**config.mk**
```make
export PLATFORM = sky130hd
export DESIGN_NAME = jump_ctl
export DESIGN_NICKNAME = d
export VERILOG_FILES = /design/src/rtl/jump_ctl.sv
export SDC_FILE = /design/constraint.sdc
export NUM_CORES = 1
export LEC_CHECK = 0
export ABC_AREA = 1
export CORE_MARGIN = 1
export CORE_UTILIZATION = 33
export CTS_CLUSTER_DIAMETER = 40
export DETAILED_ROUTE_END_ITERATION = 10
export GPL_TIMING_DRIVEN = 0
export PLACE_DENSITY = 0.63
export SETUP_SLACK_MARGIN = 0.3
export SLEW_MARGIN = 25
export SYNTH_ARGS = -nofsm -noshare
export SYNTH_HDL_FRONTEND = slang
export SYNTH_SLANG_ARGS = --single-unit
```
**constraint.sdc**
```tcl
create_clock -name clk -period 1.9 [get_ports clk]
set_clock_uncertainty 0.15 [all_clocks]
set_input_delay 0.19 -clock clk [delete_from_list [all_inputs] [get_ports clk]]
set_output_delay 0.19 -clock clk [all_outputs]
set_load 0.01 [all_outputs]
```
**src/rtl/jump_ctl.sv**
```systemverilog
// -----------------------------------------------------------------------------
// jump_ctl
//
// Turns the player's key levels into movement commands for the physics block.
// Space works as charge-and-release: hold it to charge, let go to jump. Left
// and right produce walk requests while standing idle. They also set the
// direction of a jump. The controller follows ground and air state from the
// physics block's on_ground flag.
//
// Ports:
//   clk           system clock
//   rst           synchronous reset, active-high
//   key_space     jump key level (1 = held)
//   key_left      left key level
//   key_right     right key level
//   tick          one-cycle frame strobe; charge advances only on tick
//   on_ground     from physics, 1 = standing on a surface
//   walk_left     walk-left request (level)
//   walk_right    walk-right request (level)
//   charging      1 while charging a jump
//   charge_level  live charge counter
//   jump_start    one-cycle launch strobe
//   jump_power    power of the last launch, held until the next launch
//   jump_dir      direction of the last launch: 00 vertical, 01 right, 10 left
//
// Every output is registered and responds one cycle after its cause.
//
// Build option:
//   JUMP_AUTO_RELEASE_EN  When defined, a charge that reaches CHARGE_MAX
//                         launches on the next cycle even if space is still
//                         held. When undefined, the charge holds at CHARGE_MAX
//                         until space is released.
// -----------------------------------------------------------------------------
module jump_ctl #(
  parameter int CHARGE_W    = 6,
  parameter int CHARGE_MAX  = 63,
  parameter int CHARGE_STEP = 1,
  parameter int MIN_POWER   = 4
) (
  input  logic                clk,
  input  logic                rst,
  input  logic                key_space,
  input  logic                key_left,
  input  logic                key_right,
  input  logic                tick,
  input  logic                on_ground,
  output logic                walk_left,
  output logic                walk_right,
  output logic                charging,
  output logic [CHARGE_W-1:0] charge_level,
  output logic                jump_start,
  output logic [CHARGE_W-1:0] jump_power,
  output logic [1:0]          jump_dir
);

  typedef enum logic [2:0] {
    S_IDLE     = 3'd0,
    S_CHARGE   = 3'd1,
    S_LAUNCH   = 3'd2,
    S_AIR_WAIT = 3'd3,
    S_AIR      = 3'd4
  } state_e;

  localparam logic [1:0] DIR_NONE  = 2'b00;
  localparam logic [1:0] DIR_RIGHT = 2'b01;
  localparam logic [1:0] DIR_LEFT  = 2'b10;

  // The charge sum is formed one bit wider so that saturation is decided
  // before any wrap could occur.
  localparam logic [CHARGE_W:0]   STEP_X = (CHARGE_W + 1)'(CHARGE_STEP);
  localparam logic [CHARGE_W:0]   MAX_X  = (CHARGE_W + 1)'(CHARGE_MAX);
  localparam logic [CHARGE_W-1:0] MAX_C  = CHARGE_W'(CHARGE_MAX);
  localparam logic [CHARGE_W-1:0] MIN_C  = CHARGE_W'(MIN_POWER);

  // AIR_WAIT gives up after 255 consecutive grounded cycles. The counter
  // starts at 0, so the last grounded cycle is the one that sees 254.
  localparam logic [7:0] TIMEOUT_LAST = 8'd254;

`ifdef JUMP_AUTO_RELEASE_EN
  localparam bit AUTO_RELEASE = 1'b1;
`else
  localparam bit AUTO_RELEASE = 1'b0;
`endif

  // State and registered outputs
  state_e                state_q, state_d;
  logic                  armed_q, armed_d;
  logic [7:0]            wait_cnt_q, wait_cnt_d;
  logic                  walk_left_q, walk_left_d;
  logic                  walk_right_q, walk_right_d;
  logic                  charging_q, charging_d;
  logic                  jump_start_q, jump_start_d;
  logic [CHARGE_W-1:0]   charge_level_q, charge_level_d;
  logic [CHARGE_W-1:0]   jump_power_q, jump_power_d;
  logic [1:0]            jump_dir_q, jump_dir_d;

  // Combinational helpers
  logic [1:0]            dir_in;
  logic [CHARGE_W:0]     charge_sum;
  logic [CHARGE_W-1:0]   charge_inc;
  logic [CHARGE_W-1:0]   launch_power;

  // NOTE: every signal written in an always_comb gets a default at the top of
  // the block. A path that leaves a signal unassigned would infer a latch.
  always_comb begin
    dir_in = DIR_NONE;
    if (key_right && !key_left) begin
      dir_in = DIR_RIGHT;
    end else if (key_left && !key_right) begin
      dir_in = DIR_LEFT;
    end

    charge_sum = {1'b0, charge_level_q} + STEP_X;
    charge_inc = (charge_sum > MAX_X) ? MAX_C : charge_sum[CHARGE_W-1:0];

    // The power comes from the pre-tick level, so a tick that coincides
    // with the release is discarded.
    launch_power = (charge_level_q < MIN_C) ? MIN_C : charge_level_q;
  end

  always_comb begin
    state_d        = state_q;
    charge_level_d = charge_level_q;
    jump_power_d   = jump_power_q;
    jump_dir_d     = jump_dir_q;
    wait_cnt_d     = wait_cnt_q;
    // Any cycle with space up re-arms. The state cases below may still
    // consume the arm.
    armed_d        = armed_q | ~key_space;

    unique case (state_q)
      S_IDLE: begin
        // A fall takes priority over a new charge.
        if (!on_ground) begin
          state_d = S_AIR;
        end else if (key_space && armed_q) begin
          state_d        = S_CHARGE;
          charge_level_d = '0;
          // Consume the arm so that a space held through an aborted charge
          // cannot start another charge after landing.
          armed_d        = 1'b0;
        end
      end

      S_CHARGE: begin
        if (!on_ground) begin
          // Abort: leaving the ground wins over a release in the same cycle.
          state_d        = S_AIR;
          charge_level_d = '0;
        end else if (!key_space || (AUTO_RELEASE && (charge_level_q == MAX_C))) begin
          state_d        = S_LAUNCH;
          jump_power_d   = launch_power;
          // The direction latch follows dir_in every cycle. Its value in the
          // release cycle becomes the launch direction.
          jump_dir_d     = dir_in;
          charge_level_d = '0;
        end else if (tick) begin
          charge_level_d = charge_inc;
        end
      end

      S_LAUNCH: begin
        // Clear the arm even if space is still held. This matters after an
        // auto-release, where only a release of space may re-arm.
        armed_d    = 1'b0;
        wait_cnt_d = '0;
        state_d    = S_AIR_WAIT;
      end

      S_AIR_WAIT: begin
        if (!on_ground) begin
          state_d = S_AIR;
        end else if (wait_cnt_q == TIMEOUT_LAST) begin
          state_d = S_IDLE;
        end else begin
          wait_cnt_d = wait_cnt_q + 8'd1;
        end
      end

      S_AIR: begin
        if (on_ground) begin
          state_d = S_IDLE;
        end
      end

      default: begin
        state_d        = S_IDLE;
        charge_level_d = '0;
      end
    endcase

    // The outputs are decoded from the next state. After the register
    // they line up cycle-for-cycle with state_q.
    walk_left_d  = (state_d == S_IDLE) && (dir_in == DIR_LEFT);
    walk_right_d = (state_d == S_IDLE) && (dir_in == DIR_RIGHT);
    charging_d   = (state_d == S_CHARGE);
    jump_start_d = (state_d == S_LAUNCH);
  end

  // NOTE: sequential state uses non-blocking assignments only, so that every
  // flop samples the values from before the edge regardless of statement order.
  always_ff @(posedge clk) begin
    if (rst) begin
      state_q        <= S_IDLE;
      armed_q        <= 1'b0;
      wait_cnt_q     <= '0;
      walk_left_q    <= 1'b0;
      walk_right_q   <= 1'b0;
      charging_q     <= 1'b0;
      jump_start_q   <= 1'b0;
      charge_level_q <= '0;
      jump_power_q   <= '0;
      jump_dir_q     <= DIR_NONE;
    end else begin
      state_q        <= state_d;
      armed_q        <= armed_d;
      wait_cnt_q     <= wait_cnt_d;
      walk_left_q    <= walk_left_d;
      walk_right_q   <= walk_right_d;
      charging_q     <= charging_d;
      jump_start_q   <= jump_start_d;
      charge_level_q <= charge_level_d;
      jump_power_q   <= jump_power_d;
      jump_dir_q     <= jump_dir_d;
    end
  end

  assign walk_left    = walk_left_q;
  assign walk_right   = walk_right_q;
  assign charging     = charging_q;
  assign charge_level = charge_level_q;
  assign jump_start   = jump_start_q;
  assign jump_power   = jump_power_q;
  assign jump_dir     = jump_dir_q;

endmodule
```
Word level (Yosys, flattened, before mapping) --
Cells that the tools add are included.
Cells by class: order comparisons 2, add/subtract/negate cells 2, equality and inequality tests 14, bitwise gates (word level) 3, reduce and logical (&&, ||, !) cells 14, mux-type cells 24
Operators by type and width (count):
- $mux 6 | 7
- $mux 3 | 7
- $pmux 6 s3 | 1
- $mux 8 | 2
- $pmux 8 s2 | 1
- $pmux 3 s5 | 1
- $eq 3x2->1 const B | 3
- $add 8x1->8 const B | 1
- $eq 8x8->1 const B | 1
- $ne 2x2->1 const B | 4
- $add 6x1->7 const B | 1
- $gt 7x6->1 const B | 1
- $eq 3x1->1 const B | 2
- $logic_not 3->1 | 2
- $lt 6x3->1 const B | 1
- $reduce_and 3->1 | 2
- $logic_and 1x1->1 | 5
- $mux 2 | 2
- $ne 4x4->1 const B | 1
- $reduce_and 4->1 | 1
- $eq 3x3->1 const B | 1
- $reduce_or 3->1 | 1
- $eq 2x1->1 const B | 1
- $eq 2x2->1 const B | 1
- other kinds (6) | 9
Storage, ports and cells: bits of input ports 7, logic and storage cells 69, output and inout bits 18, bits in registers 30

Depth between registers and ports, before layout --
depth after elaboration 7, mapped depth 11, gate-level depth less buffers 11

Least setup slack after synthesis --
OpenSTA, ideal clock, no wires.
path kind register to register, start point reg charge_level_q[0], in the netlist charge_level[0], end point reg charge_level_q[0], in the netlist charge_level[0], data arrival time 1.624 ns, path buffers 0, setup slack 0.059 ns, clock period less this slack 1.841 ns, setup time 0.068 ns, required time 1.682 ns, stages on the path, launching flop included 11, cells stage by stage dfxtp_1 inv_1 ha_1 nor3_1 and2_1 nand3_2 nand2_4 nand2_2 nand2_1 nand2_1 a21oi_2
On the way: word-level cells in the longest chain between the ends 7
RTL lines:
- from (decl) | RTL line 93 | logic [CHARGE_W-1:0] charge_level_q, charge_level_d;
- from (signal assigned) | RTL line 222 | charge_level_q <= charge_level_d;
- $add 6x1->7 (*) | RTL line 113 | charge_sum = {1'b0, charge_level_q} + STEP_X;
- $gt 7x6->1 | RTL line 114 | charge_inc = (charge_sum > MAX_X) ? MAX_C : charge_sum[CHARGE_W-1:0];
- $mux 6 (*) | RTL line 114
- $mux 6 (*) | RTL line 157 | end else if (tick) begin
- $mux 6 (*) | RTL line 150 | end else if (!key_space || (AUTO_RELEASE && (charge_level_q == MAX_C))) begin
- $mux 6 (*) | RTL line 146 | if (!on_ground) begin
- $pmux 6 s3 (*) | RTL line 131 | unique case (state_q)
Every way passes the cells marked *; elsewhere a longest branch is shown, timed or not. The select of a mux whose other input is x is not followed. A chain may end at the register's enable or synchronous reset.

Final worst setup path --
Ends and elaborated chain as after synthesis.

==> flow_metrics.tcl <==
set metrics [dict create \
    setup_viol 0 \
    yosysUniqueCellTypes 33 \
    initial_core_util 0.355 \
    drive_gt1_frac 0.349 \
    design_area_mm2 0.00231 \
    cts.path.max_buffers 2 \
    startpoint_type "flop" \
    drt-pass1-iter-count 4 \
    grt_pass1_wl_mm 6.31 \
    ant_nets 0 \
    numCtsBuffers 5 \
    vias 1509 \
    drtIter0Drc 45 \
    hold_path_depth 2 \
    hold_ws_ps 164 \
    drc_errors 0 \
    port_buffers 23 \
    core_region_area_mm2 0.00450 \
    dp.cells 289 \
    max_freq_mhz 621 \
    rr_startpoint "charge_level[0]" \
    cts_tree "built" \
    p_leak_nw 0.923 \
    syn_inst 214 \
    required_ps 1950 \
    drt_wl_total_mm 3.91 \
    dpl.hpwl_mm 2.51 \
    layout_commonest_cell "nand2_1" \
    layout_common_cells "41 x nand2_1, 25 x nor2_1, 20 x clkdlybuf4s50_1, 17 x dfxtp_1" \
    cts_sinks 30 \
    io_pins 25 \
    syn-cell-area_mm2 0.00160 \
    finalMaxSlewViolations 0 \
    power_density_mw_per_mm2 628 \
    crit_arrival_ps 1660 \
    ys_seq_elements 30 \
    critical_path_buf_inv_count 1 \
    h-tree-depth 2 \
    rrSetupSlack_ps 290 \
    outcome "completed" \
    gp_congestion 0.894 \
    die-width_um 71.6 \
    cp_top_family "simple AND/OR/NAND/NOR gates" \
    path_cells "inv_4 -> ha_4 -> nor3_2 -> and2_4 -> nand3_2 -> nand2_4 -> nand2_4 -> nand2_1 -> nand2_1 -> a21oi_2" \
    dieHeight_um 71.6 \
    grt_pass1_vias 1405 \
    grt_overflow 0 \
    die-area_mm2 0.00513 \
    via_per_inst 4.87 \
    slew_headroom 0.584 \
    antenna_cells 0 \
    synth_area_per_cell_um2 7.47 \
    syn_to_final_growth_pct 44.8 \
    period_needed_ps 1610 \
    hold_class "primary input to flop" \
    r2r_cells 10 \
    clockRootBuffer "clkbuf_8" \
    rsz0062_at_grt "yes" \
    end_kind "flop" \
    worst_hold_startpoint "key_space" \
    cpPeakStageDelay_ps 390 \
    rr_endpoint "charge_level[0]" \
    wl_per_cell_um 12.6 \
    placed_area_mm2 0.00193 \
    worstPathMaxFanout 4 \
    final.period_utilization 0.848 \
    grt_usage 0.155 \
    grt_max_degree 11 \
    stdcell_count 310 \
    worst_pin_slew_ps 624 \
    fp-row-count 24 \
    seq_area_frac_synth 0.376 \
    criticalPathCategory "flop to flop" \
    clkTransAtPathRegs_ps 70 \
    clk_latency_ps 270 \
    min_to "armed_q" \
    vdd_drop_max_mv 0.524 \
    final_nets 268 \
    hold_buffers 0 \
    max_cap_violations 0 \
    finalHoldViolCount 0 \
    crit_start "charge_level[0]" \
    ys_warn_count 0 \
    slowest_stage "dfxtp_4" \
    antenna_found_initial 0 \
    synth_nets 225 \
]
## state kept, by name, summed over array words and instances (netlist names)
| signal | count |
|---|---|
| wait_cnt_q | 8 |
| armed_q | 1 |
| walk_right | 1 |
| jump_power | 6 |
| charge_level | 6 |
| charging | 1 |
| jump_start | 1 |
| state_q | 3 |
| walk_left | 1 |
| jump_dir | 2 |
## through the flow
step / power (mW) / util / setup TNS [ps] / worst slack, ps
global route: 1.52 / 0.514 / 0 / 177
global placement: 0.726 / 0.429 / -122 / -42.7
floorplan: 0.694 / - / 0 / 296
finish: 1.45 / 0.514 / 0 / 290
CTS: 1.48 / 0.475 / 0 / 277
detailed placement: 0.726 / 0.429 / -205 / -67.1
## what timing repair did
action | CTS | global route
endpoints found under the setup margin | 17 | 26
pin swaps | 7 | 7
resized for setup | 8 | 40
buffers inserted | 7 | 6
## synth_stat cells (all sizes together)
library cell | number | area (µm²)
nand2 | 50 | 200
nor2 | 32 | 164
dfxtp | 30 | 601
inv | 23 | 88.8
a21oi | 20 | 123
nand3 | 17 | 108
o21ai | 15 | 97.6
xor2 | 6 | 60.1
nand4 | 5 | 31.3
ha | 4 | 50.1
clkbuf | 3 | 11.3
nor3 | 3 | 20.0
a31oi | 1 | 6.26
and2 | 1 | 6.26
buf | 1 | 5.00
nor3b | 1 | 7.51
o211ai | 1 | 12.5
o21bai | 1 | 7.51
## where the power goes
| part | leakage (nW) | internal [mW] | switching [mW] | total (mW) |
|---|---|---|---|---|
| Sequential | 0.251 | 0.627 | 0.00499 | 0.632 |
| Clock | 0.0696 | 0.506 | 0.238 | 0.744 |
| Combinational | 0.602 | 0.0290 | 0.0491 | 0.0781 |
| Total | 0.923 | 1.16 | 0.292 | 1.45 |
## per-layer routing
layer | track usage | vias up | routed length, µm
met4 | 0.0392 | 0 | 48
met1 | 0.209 | 690 | 1820
met5 | 0 | - | 0
met3 | 0.0422 | 6 | 159
li1 | - | 777 | -
met2 | 0.247 | 36 | 1880
## cells by family after synthesis
| family | Yosys count | synth area share |
|---|---|---|
| adder cells (fa/ha/maj) | 4 | 0.0313 |
| flip-flops | 30 | 0.376 |
| AND/OR/NAND/NOR | 109 | 0.336 |
| AO/OA/AOI/OAI | 38 | 0.154 |
| XOR/XNOR | 6 | 0.0376 |
| buffers and inverters | 27 | 0.0657 |
## cell type report
cell class	count	area [µm²]
Clock inverter	1	30.0
Inverter	23	96.3
Buffer	4	18.8
Multi-Input combinational cell	157	1020
Clock buffer	7	108
Fill cell	443	2190
Sequential cell	30	632
Timing Repair Buffer	36	343
Tap cell	52	65.1
## how the worst max path moves through the flow
stage | endpoint | slack [ps] | depth (start not counted)
floorplan | charge_level[0] | 300 | 10
global placement | charge_level[0] | -40 | 7
detailed placement | charge_level[0] | -70 | 7
CTS | charge_level[1] | 280 | 11
global route | charge_level[3] | 180 | 10
finish | charge_level[0] | 290 | 10
Power figures use the tool's default switching activity.
